**config.mk**
```make
export PLATFORM = sky130hd
export DESIGN_NAME = bcd_countdown_timer_flat
export DESIGN_NICKNAME = d
export VERILOG_FILES = /design/src/rtl/timer_pkg.sv /design/src/rtl/bcd_countdown_timer_if.sv /design/src/rtl/bcd_digit_down.sv /design/src/rtl/bcd_countdown_timer.sv /design/src/flat_wrapper.sv
export SDC_FILE = /design/constraint.sdc
export NUM_CORES = 1
export LEC_CHECK = 0
export ABC_AREA = 1
export CORE_MARGIN = 2
export CORE_UTILIZATION = 47
export CTS_CLUSTER_DIAMETER = 150
export CTS_CLUSTER_SIZE = 30
export DETAILED_ROUTE_END_ITERATION = 16
export PLACE_DENSITY_LB_ADDON = 0.25
export SLEW_MARGIN = 10
export SYNTH_ARGS = -nofsm -noshare
export SYNTH_HDL_FRONTEND = slang
export SYNTH_SLANG_ARGS = --single-unit
export TNS_END_PERCENT = 1
```
**constraint.sdc**
```tcl
create_clock -name clk -period 1.6 [get_ports clk]
set_clock_uncertainty 0.1 [all_clocks]
set_input_delay 0.16 -clock clk [delete_from_list [all_inputs] [get_ports clk]]
set_output_delay 0.16 -clock clk [all_outputs]
set_load 0.02 [all_outputs]
```
**src/rtl/timer_pkg.sv**
```systemverilog
// Shared types and constants for the MM:SS BCD countdown timer.
//   state_e      : controller state, encoding visible on the state output
//   BCD_MAX      : wrap value for decimal digits
//   SEC_TENS_MAX : wrap value for the seconds-tens digit
//   clog2        : prescaler width helper (never returns less than 1)
package timer_pkg;

  typedef enum logic [1:0] {
    IDLE  = 2'd0,
    RUN   = 2'd1,
    PAUSE = 2'd2,
    DONE  = 2'd3
  } state_e;

  localparam logic [3:0] BCD_MAX      = 4'd9;
  localparam logic [3:0] SEC_TENS_MAX = 4'd5;

  // Bits needed to hold 0..v-1.
  function automatic int unsigned clog2(input int unsigned v);
    int unsigned r;
    r = 0;
    for (int unsigned x = v - 1; x > 0; x = x >> 1) r = r + 1;
    if (r == 0) r = 1;
    return r;
  endfunction

endpackage

```
**src/rtl/bcd_countdown_timer_if.sv**
```systemverilog
// Keypad/control inputs and display/status outputs of the countdown timer.
//   master : keypad decoder / controller side (drives keys and commands)
//   slave  : timer side (drives digits and status)
interface bcd_countdown_timer_if #(
  parameter int unsigned MIN_DIGITS = 1
);
  logic                    key_valid;
  logic [3:0]              key_digit;
  logic                    start;
  logic                    pause;
  logic                    cancel;
  logic [3:0]              unit_secs;
  logic [3:0]              ten_secs;
  logic [4*MIN_DIGITS-1:0] minutes;
  logic                    zero;
  logic                    running;
  logic                    done;
  logic [1:0]              state;

  modport master (
    output key_valid, key_digit, start, pause, cancel,
    input  unit_secs, ten_secs, minutes, zero, running, done, state
  );

  modport slave (
    input  key_valid, key_digit, start, pause, cancel,
    output unit_secs, ten_secs, minutes, zero, running, done, state
  );
endinterface

```
**src/rtl/bcd_digit_down.sv**
```systemverilog
// One BCD digit of the countdown: sync clear, shift-in load, decrement with wrap.
//   clk, clear_n : clock, async active-low reset
//   clr          : synchronous clear to 0 (highest priority)
//   shift_en     : load shift_in
//   dec_en       : decrement; 0 wraps to WRAP
//   q            : digit value (registered)
//   borrow_out   : decrementing from 0 this cycle
//   is_zero      : q == 0
module bcd_digit_down
  import timer_pkg::*;
#(
  parameter logic [3:0] WRAP = BCD_MAX
) (
  input  logic       clk,
  input  logic       clear_n,
  input  logic       clr,
  input  logic       shift_en,
  input  logic [3:0] shift_in,
  input  logic       dec_en,
  output logic [3:0] q,
  output logic       borrow_out,
  output logic       is_zero
);

  // Digit register.
  always_ff @(posedge clk or negedge clear_n) begin
    if (!clear_n)      q <= 4'd0;
    else if (clr)      q <= 4'd0;
    else if (shift_en) q <= shift_in;
    else if (dec_en)   q <= is_zero ? WRAP : q - 4'd1;
  end

  assign is_zero    = (q == 4'd0);
  assign borrow_out = dec_en & is_zero;

endmodule

```
**src/rtl/bcd_countdown_timer.sv**
```systemverilog
// MM:SS BCD countdown timer: keypad shift-in entry, start/pause/cancel control,
// internal 1 s prescaler, one-cycle done pulse at 0:00.
//   clk, clear_n : clock, async active-low reset
//   tif (slave)  : key_valid/key_digit/start/pause/cancel in;
//                  unit_secs/ten_secs/minutes/zero/running/done/state out
module bcd_countdown_timer
  import timer_pkg::*;
#(
  parameter int unsigned MIN_DIGITS = 1,
  parameter int unsigned TICK_DIV   = 100
) (
  input  logic                   clk,
  input  logic                   clear_n,
  bcd_countdown_timer_if.slave   tif
);

  localparam int unsigned    PW         = clog2(TICK_DIV);
  localparam int unsigned    ND         = MIN_DIGITS + 2;
  localparam logic [PW-1:0]  PRESC_LAST = PW'(TICK_DIV - 1);

  state_e               state_q;
  logic [PW-1:0]        presc_q;
  logic [ND-1:0][3:0]   dig;        // [0]=unit secs, [1]=ten secs, [2..]=minutes LSD first
  logic [ND-1:0]        dig_zero;
  logic [ND:0]          borrow;     // borrow[i] decrements digit i
  logic                 zero_c;
  logic                 shift_en;
  logic                 tick_dec;
  logic                 last_sec;
  logic                 unused_borrow;

  assign zero_c   = &dig_zero;

  // Key entry only in IDLE and only when no higher-priority command is present.
  assign shift_en = (state_q == IDLE) & ~tif.cancel & ~tif.pause & ~tif.start &
                    tif.key_valid & (tif.key_digit <= BCD_MAX);

  // One-second decrement on the prescaler's terminal count, suppressed by pause/cancel.
  assign tick_dec = (state_q == RUN) & ~tif.cancel & ~tif.pause &
                    (presc_q == PRESC_LAST) & ~zero_c;

  // The decrement lands on 0:00 exactly when the current time is 0:01.
  assign last_sec = tick_dec & (dig[0] == 4'd1) & (&dig_zero[ND-1:1]);

  assign borrow[0] = tick_dec;
  // Top-digit borrow cannot happen since 0:00 is never decremented.
  assign unused_borrow = borrow[ND];

  for (genvar i = 0; i < ND; i++) begin : g_dig
    localparam logic [3:0] WRAP_I = (i == 1) ? SEC_TENS_MAX : BCD_MAX;
    logic [3:0] sin;
    if (i == 0) begin : g_lsd
      assign sin = tif.key_digit;
    end else begin : g_up
      assign sin = dig[i-1];
    end
    bcd_digit_down #(.WRAP(WRAP_I)) u_dig (
      .clk        (clk),
      .clear_n    (clear_n),
      .clr        (tif.cancel),
      .shift_en   (shift_en),
      .shift_in   (sin),
      .dec_en     (borrow[i]),
      .q          (dig[i]),
      .borrow_out (borrow[i+1]),
      .is_zero    (dig_zero[i])
    );
  end

  // Controller FSM and prescaler.
  always_ff @(posedge clk or negedge clear_n) begin
    if (!clear_n) begin
      state_q <= IDLE;
      presc_q <= '0;
    end else if (tif.cancel) begin
      state_q <= IDLE;
      presc_q <= '0;
    end else begin
      case (state_q)
        IDLE: begin
          if (!tif.pause && tif.start && !zero_c) begin
            state_q <= RUN;
            presc_q <= '0;
          end
        end
        RUN: begin
          if (tif.pause) begin
            state_q <= PAUSE;
          end else if (presc_q == PRESC_LAST) begin
            presc_q <= '0;
            if (last_sec) state_q <= DONE;
          end else begin
            presc_q <= presc_q + PW'(1);
          end
        end
        PAUSE: begin
          if (!tif.pause && tif.start) state_q <= RUN;
        end
        DONE:    state_q <= IDLE;
        default: state_q <= IDLE;
      endcase
    end
  end

  assign tif.unit_secs = dig[0];
  assign tif.ten_secs  = dig[1];
  assign tif.minutes   = dig[ND-1:2];
  assign tif.zero      = zero_c;
  assign tif.running   = (state_q == RUN);
  assign tif.done      = (state_q == DONE);
  assign tif.state     = state_q;

endmodule

```
**src/flat_wrapper.sv**
```systemverilog
// flat-port wrapper written by rule: the top's interface ports become plain ports
module bcd_countdown_timer_flat import timer_pkg::*;
#(
  parameter int unsigned MIN_DIGITS = 1,
  parameter int unsigned TICK_DIV   = 100
)
  (clk, clear_n, tif_key_valid, tif_key_digit, tif_start, tif_pause, tif_cancel, tif_unit_secs, tif_ten_secs, tif_minutes, tif_zero, tif_running, tif_done, tif_state);
  bcd_countdown_timer_if #(.MIN_DIGITS(MIN_DIGITS)) tif_i ();
  input  logic clk;
  input  logic clear_n;
  input wire logic [$bits(tif_i.key_valid)-1:0] tif_key_valid;
  input wire logic [$bits(tif_i.key_digit)-1:0] tif_key_digit;
  input wire logic [$bits(tif_i.start)-1:0] tif_start;
  input wire logic [$bits(tif_i.pause)-1:0] tif_pause;
  input wire logic [$bits(tif_i.cancel)-1:0] tif_cancel;
  output wire logic [$bits(tif_i.unit_secs)-1:0] tif_unit_secs;
  output wire logic [$bits(tif_i.ten_secs)-1:0] tif_ten_secs;
  output wire logic [$bits(tif_i.minutes)-1:0] tif_minutes;
  output wire logic [$bits(tif_i.zero)-1:0] tif_zero;
  output wire logic [$bits(tif_i.running)-1:0] tif_running;
  output wire logic [$bits(tif_i.done)-1:0] tif_done;
  output wire logic [$bits(tif_i.state)-1:0] tif_state;
  assign tif_i.key_valid = tif_key_valid;
  assign tif_i.key_digit = tif_key_digit;
  assign tif_i.start = tif_start;
  assign tif_i.pause = tif_pause;
  assign tif_i.cancel = tif_cancel;
  assign tif_unit_secs = tif_i.unit_secs;
  assign tif_ten_secs = tif_i.ten_secs;
  assign tif_minutes = tif_i.minutes;
  assign tif_zero = tif_i.zero;
  assign tif_running = tif_i.running;
  assign tif_done = tif_i.done;
  assign tif_state = tif_i.state;
  bcd_countdown_timer #(.MIN_DIGITS(MIN_DIGITS), .TICK_DIV(TICK_DIV)) u_core (.clk(clk), .clear_n(clear_n), .tif(tif_i));
endmodule
```
==> out/metrics.csv <==
metric,value,unit
final_common_cell,nand2_1,
antenna_cells,0,
dieArea,0.003700,mm²
p_int,1270,µW
place_hpwl,2.748,mm
clock-sinks,21,
critPathArrivalTime,1.39,ns
violations,setup timing,
crit_required,1.34,ns
setup_viol,5,
crit_top_cell,nor2_4,
vias,1735,
crit_fanout,3,
max-vdd-ir-drop,529.4,µV
die_y,60.83,µm
r2r.worst_path.cells,10,
antenna_found_initial,0,
syn2layout_area_growth,49.55,%
h-tree-depth,1,
synthCells,237,
syn_area,0.001518,mm²
p_leak,0.001200,µW
rsz0062_at_grt,yes,
r2r_slack,-0.03,ns
clkTransAtPathRegs,0.13,ns
drc_errors,0,
grt_max_degree,22,
status,finished with violations,
reg2reg_from,u_core.g_dig[2].u_dig.q[1]$_DFFE_PN0P_,
power_frac_seq,30.8,%
avgViaCountPerCell,4.887,
power_density,971.2,mW/mm²
start_kind,flop,
final_cells,355,
min_period,1.646,ns
cts_tree,built,
hold_path_class,primary input to asynchronous set/reset pin,
synth.distinct_cells,24,
ys_seq_area_share,34.62,%
crit_path_cell_trace,"nor2_4, nand2_4, nor2_4, nand2_2, inv_2, buf_6",
period_share,102.9,%
slew_viol_final,0,
die-width,60.83,µm
final_nets,323,
final-hold-violation-count,0,
p_sw,934.6,µW
port_buffers,26,
grt.total_usage,22.76,%
finalInstanceArea,0.002270,mm²
worstSetupPathType,flop to output port,
pre_cts_ws,-0.2233,ns
start_util,49.71,%
first_pass_iters,4,
final_cell_mix,"nand2_1, buf_4, inv_1",
placed_area,0.002123,mm²
gp_congestion,0.9102,
drt-initial-drc-count,60,
clk_latency,0.33,ns
ys_warn_count,0,
rows,20,
grt_pass1_vias,1476,
routedWlPerCell,10.87,µm
clockPowerShare,12.7,%
worst_setup_path_end_kind,output port,
layout-drive-gt1-share,29.90,%
cts_root_buf,clkbuf_4,
max-cap-violations,0,
worst_pin_slew,0.3470,ns
p_sw_share,42.40,%
core,0.003053,mm²
max_slew_margin,76.71,%
critical_path.slowest_cell,dfrtp_1,
combPwrFrac,56.5,%
max_freq,607.4,MHz
clk_path_buf_depth,2,
grt_pass1_wl,6.306,mm
critPathMaxStageDelay,0.44,ns
syn-mean-instance-area,6.404,µm²
drt-total-wl,3.859,mm
place_inst,346,
grt_overflow_total,0,
ant_nets,0,
ios,27,
ys_ff_latch,21,
synth_fp_nets,248,
numCtsBuffers,3,
reg2reg_to,u_core.tif.state[1]$_DFFE_PN0P_,
fin_ws,-0.04634,ns
[area by class of cell]
type                            instances  area, µm²
Multi-Input combinational cell        183      958.4
Fill cell                             262      783.3
Timing Repair Buffer                   72      584.3
Sequential cell                        21      528.0
Inverter                               31      116.4
Tap cell                               44      55.05
Clock buffer                            3      22.52
Clock inverter                          1      5.005
[per-layer routing]
metal,part of all wire (%),vias to the layer above,global-route usage (%)
li1,-,902,-
met1,47,778,31.79
met2,46,50,34.87
met3,4.9,5,3.412
met4,1.6,0,10.25
met5,0,-,0
[worst max path at each step]
stage                                    endpoint  slack [ns]                              startpoint  cells after the start
finish                                   tif_zero       -0.05  u_core.g_dig[2].u_dig.q[1]$_DFFE_PN0P_                      6
detailed placement                       tif_zero       -0.22  u_core.g_dig[2].u_dig.q[0]$_DFFE_PN0P_                      6
floorplan           u_core.presc_q[0]$_DFFE_PN0P_       0.001  u_core.g_dig[1].u_dig.q[0]$_DFFE_PN0P_                      9
CTS                                      tif_zero       -0.10  u_core.g_dig[2].u_dig.q[0]$_DFFE_PN0P_                      6
global placement                         tif_zero       -0.18  u_core.g_dig[2].u_dig.q[0]$_DFFE_PN0P_                      6
global route                             tif_zero       -0.12  u_core.g_dig[2].u_dig.q[1]$_DFFE_PN0P_                      6
[flip-flops by register name, indices dropped and copies added (netlist names)]
signal	flops
u_core.presc_q	7
u_core.g_dig.u_dig.q	12
u_core.tif.state	2
[repair_timing]
action / in CTS / in global routing
resized for setup: 27 / 30
setup endpoints to repair: 34 / 23
hold buffers: 0 / 0
cloned: 0 / 1
pin swaps: 2 / 6
setup buffers: 0 / 4
[cell families after synthesis]
family	Yosys count	share of synthesized area, %
AOI/OAI and AO/OA	30	10.31
buffers and inverters	34	9.398
xor gates and xnor gates	2	1.154
adders and majority gates	1	0.8243
and+or+nand+nor	149	43.69
DFF	21	34.62
[cells in the mapped netlist]
cell	number	area, µm²
a21oi_1	2	10.01
buf_6	2	22.52
clkbuf_1	1	3.750
dfrtp_1	21	525.5
ha_1	1	12.51
inv_1	29	108.9
inv_2	2	7.510
nand2_1	82	307.8
nand2_2	5	31.28
nand2_4	1	11.26
nand3_1	20	100.1
nand4_1	4	25.02
nand4_2	1	12.51
nor2_1	24	90.09
nor2_2	4	25.02
nor2_4	3	33.78
nor3_1	4	20.02
o21ai_0	21	105.1
o21ai_1	5	25.02
o21ai_2	1	8.760
o21bai_1	1	7.510
or2_2	1	6.260
xnor2_1	1	8.760
xor2_1	1	8.760
[worst max-delay path, delay by kind of cell, from the launching register on]
kind	cells	cell delay, ns
buffers and inverters	2	0.17
flip-flops	1	0.44
AND/OR/NAND/NOR	4	0.45
[stage by stage]
stage          hold slack [ns]  power [µW]  utilization [%]  setup TNS (ns)
2_1_floorplan          -0.2356        1286                -               0
3_5_place_dp            0.4438        1806            69.55          -2.307
6_report               0.06780        2204            74.34         -0.1019
4_1_cts                0.08030        2045            70.33         -0.2622
3_3_place_gp            0.4271        1794            69.55          -1.877
5_1_grt                0.08568        2379            74.34          -1.118
[power by group through the flow]
stage	Combinational [µW]	Clock, µW	Sequential (µW)
2_1_floorplan	479	0	806
3_3_place_gp	1120	0	673
3_5_place_dp	1130	0	675
4_1_cts	1090	281	671
5_1_grt	1370	317	690
6_report	1240	280	679
(Power assumes the default switching activity.)
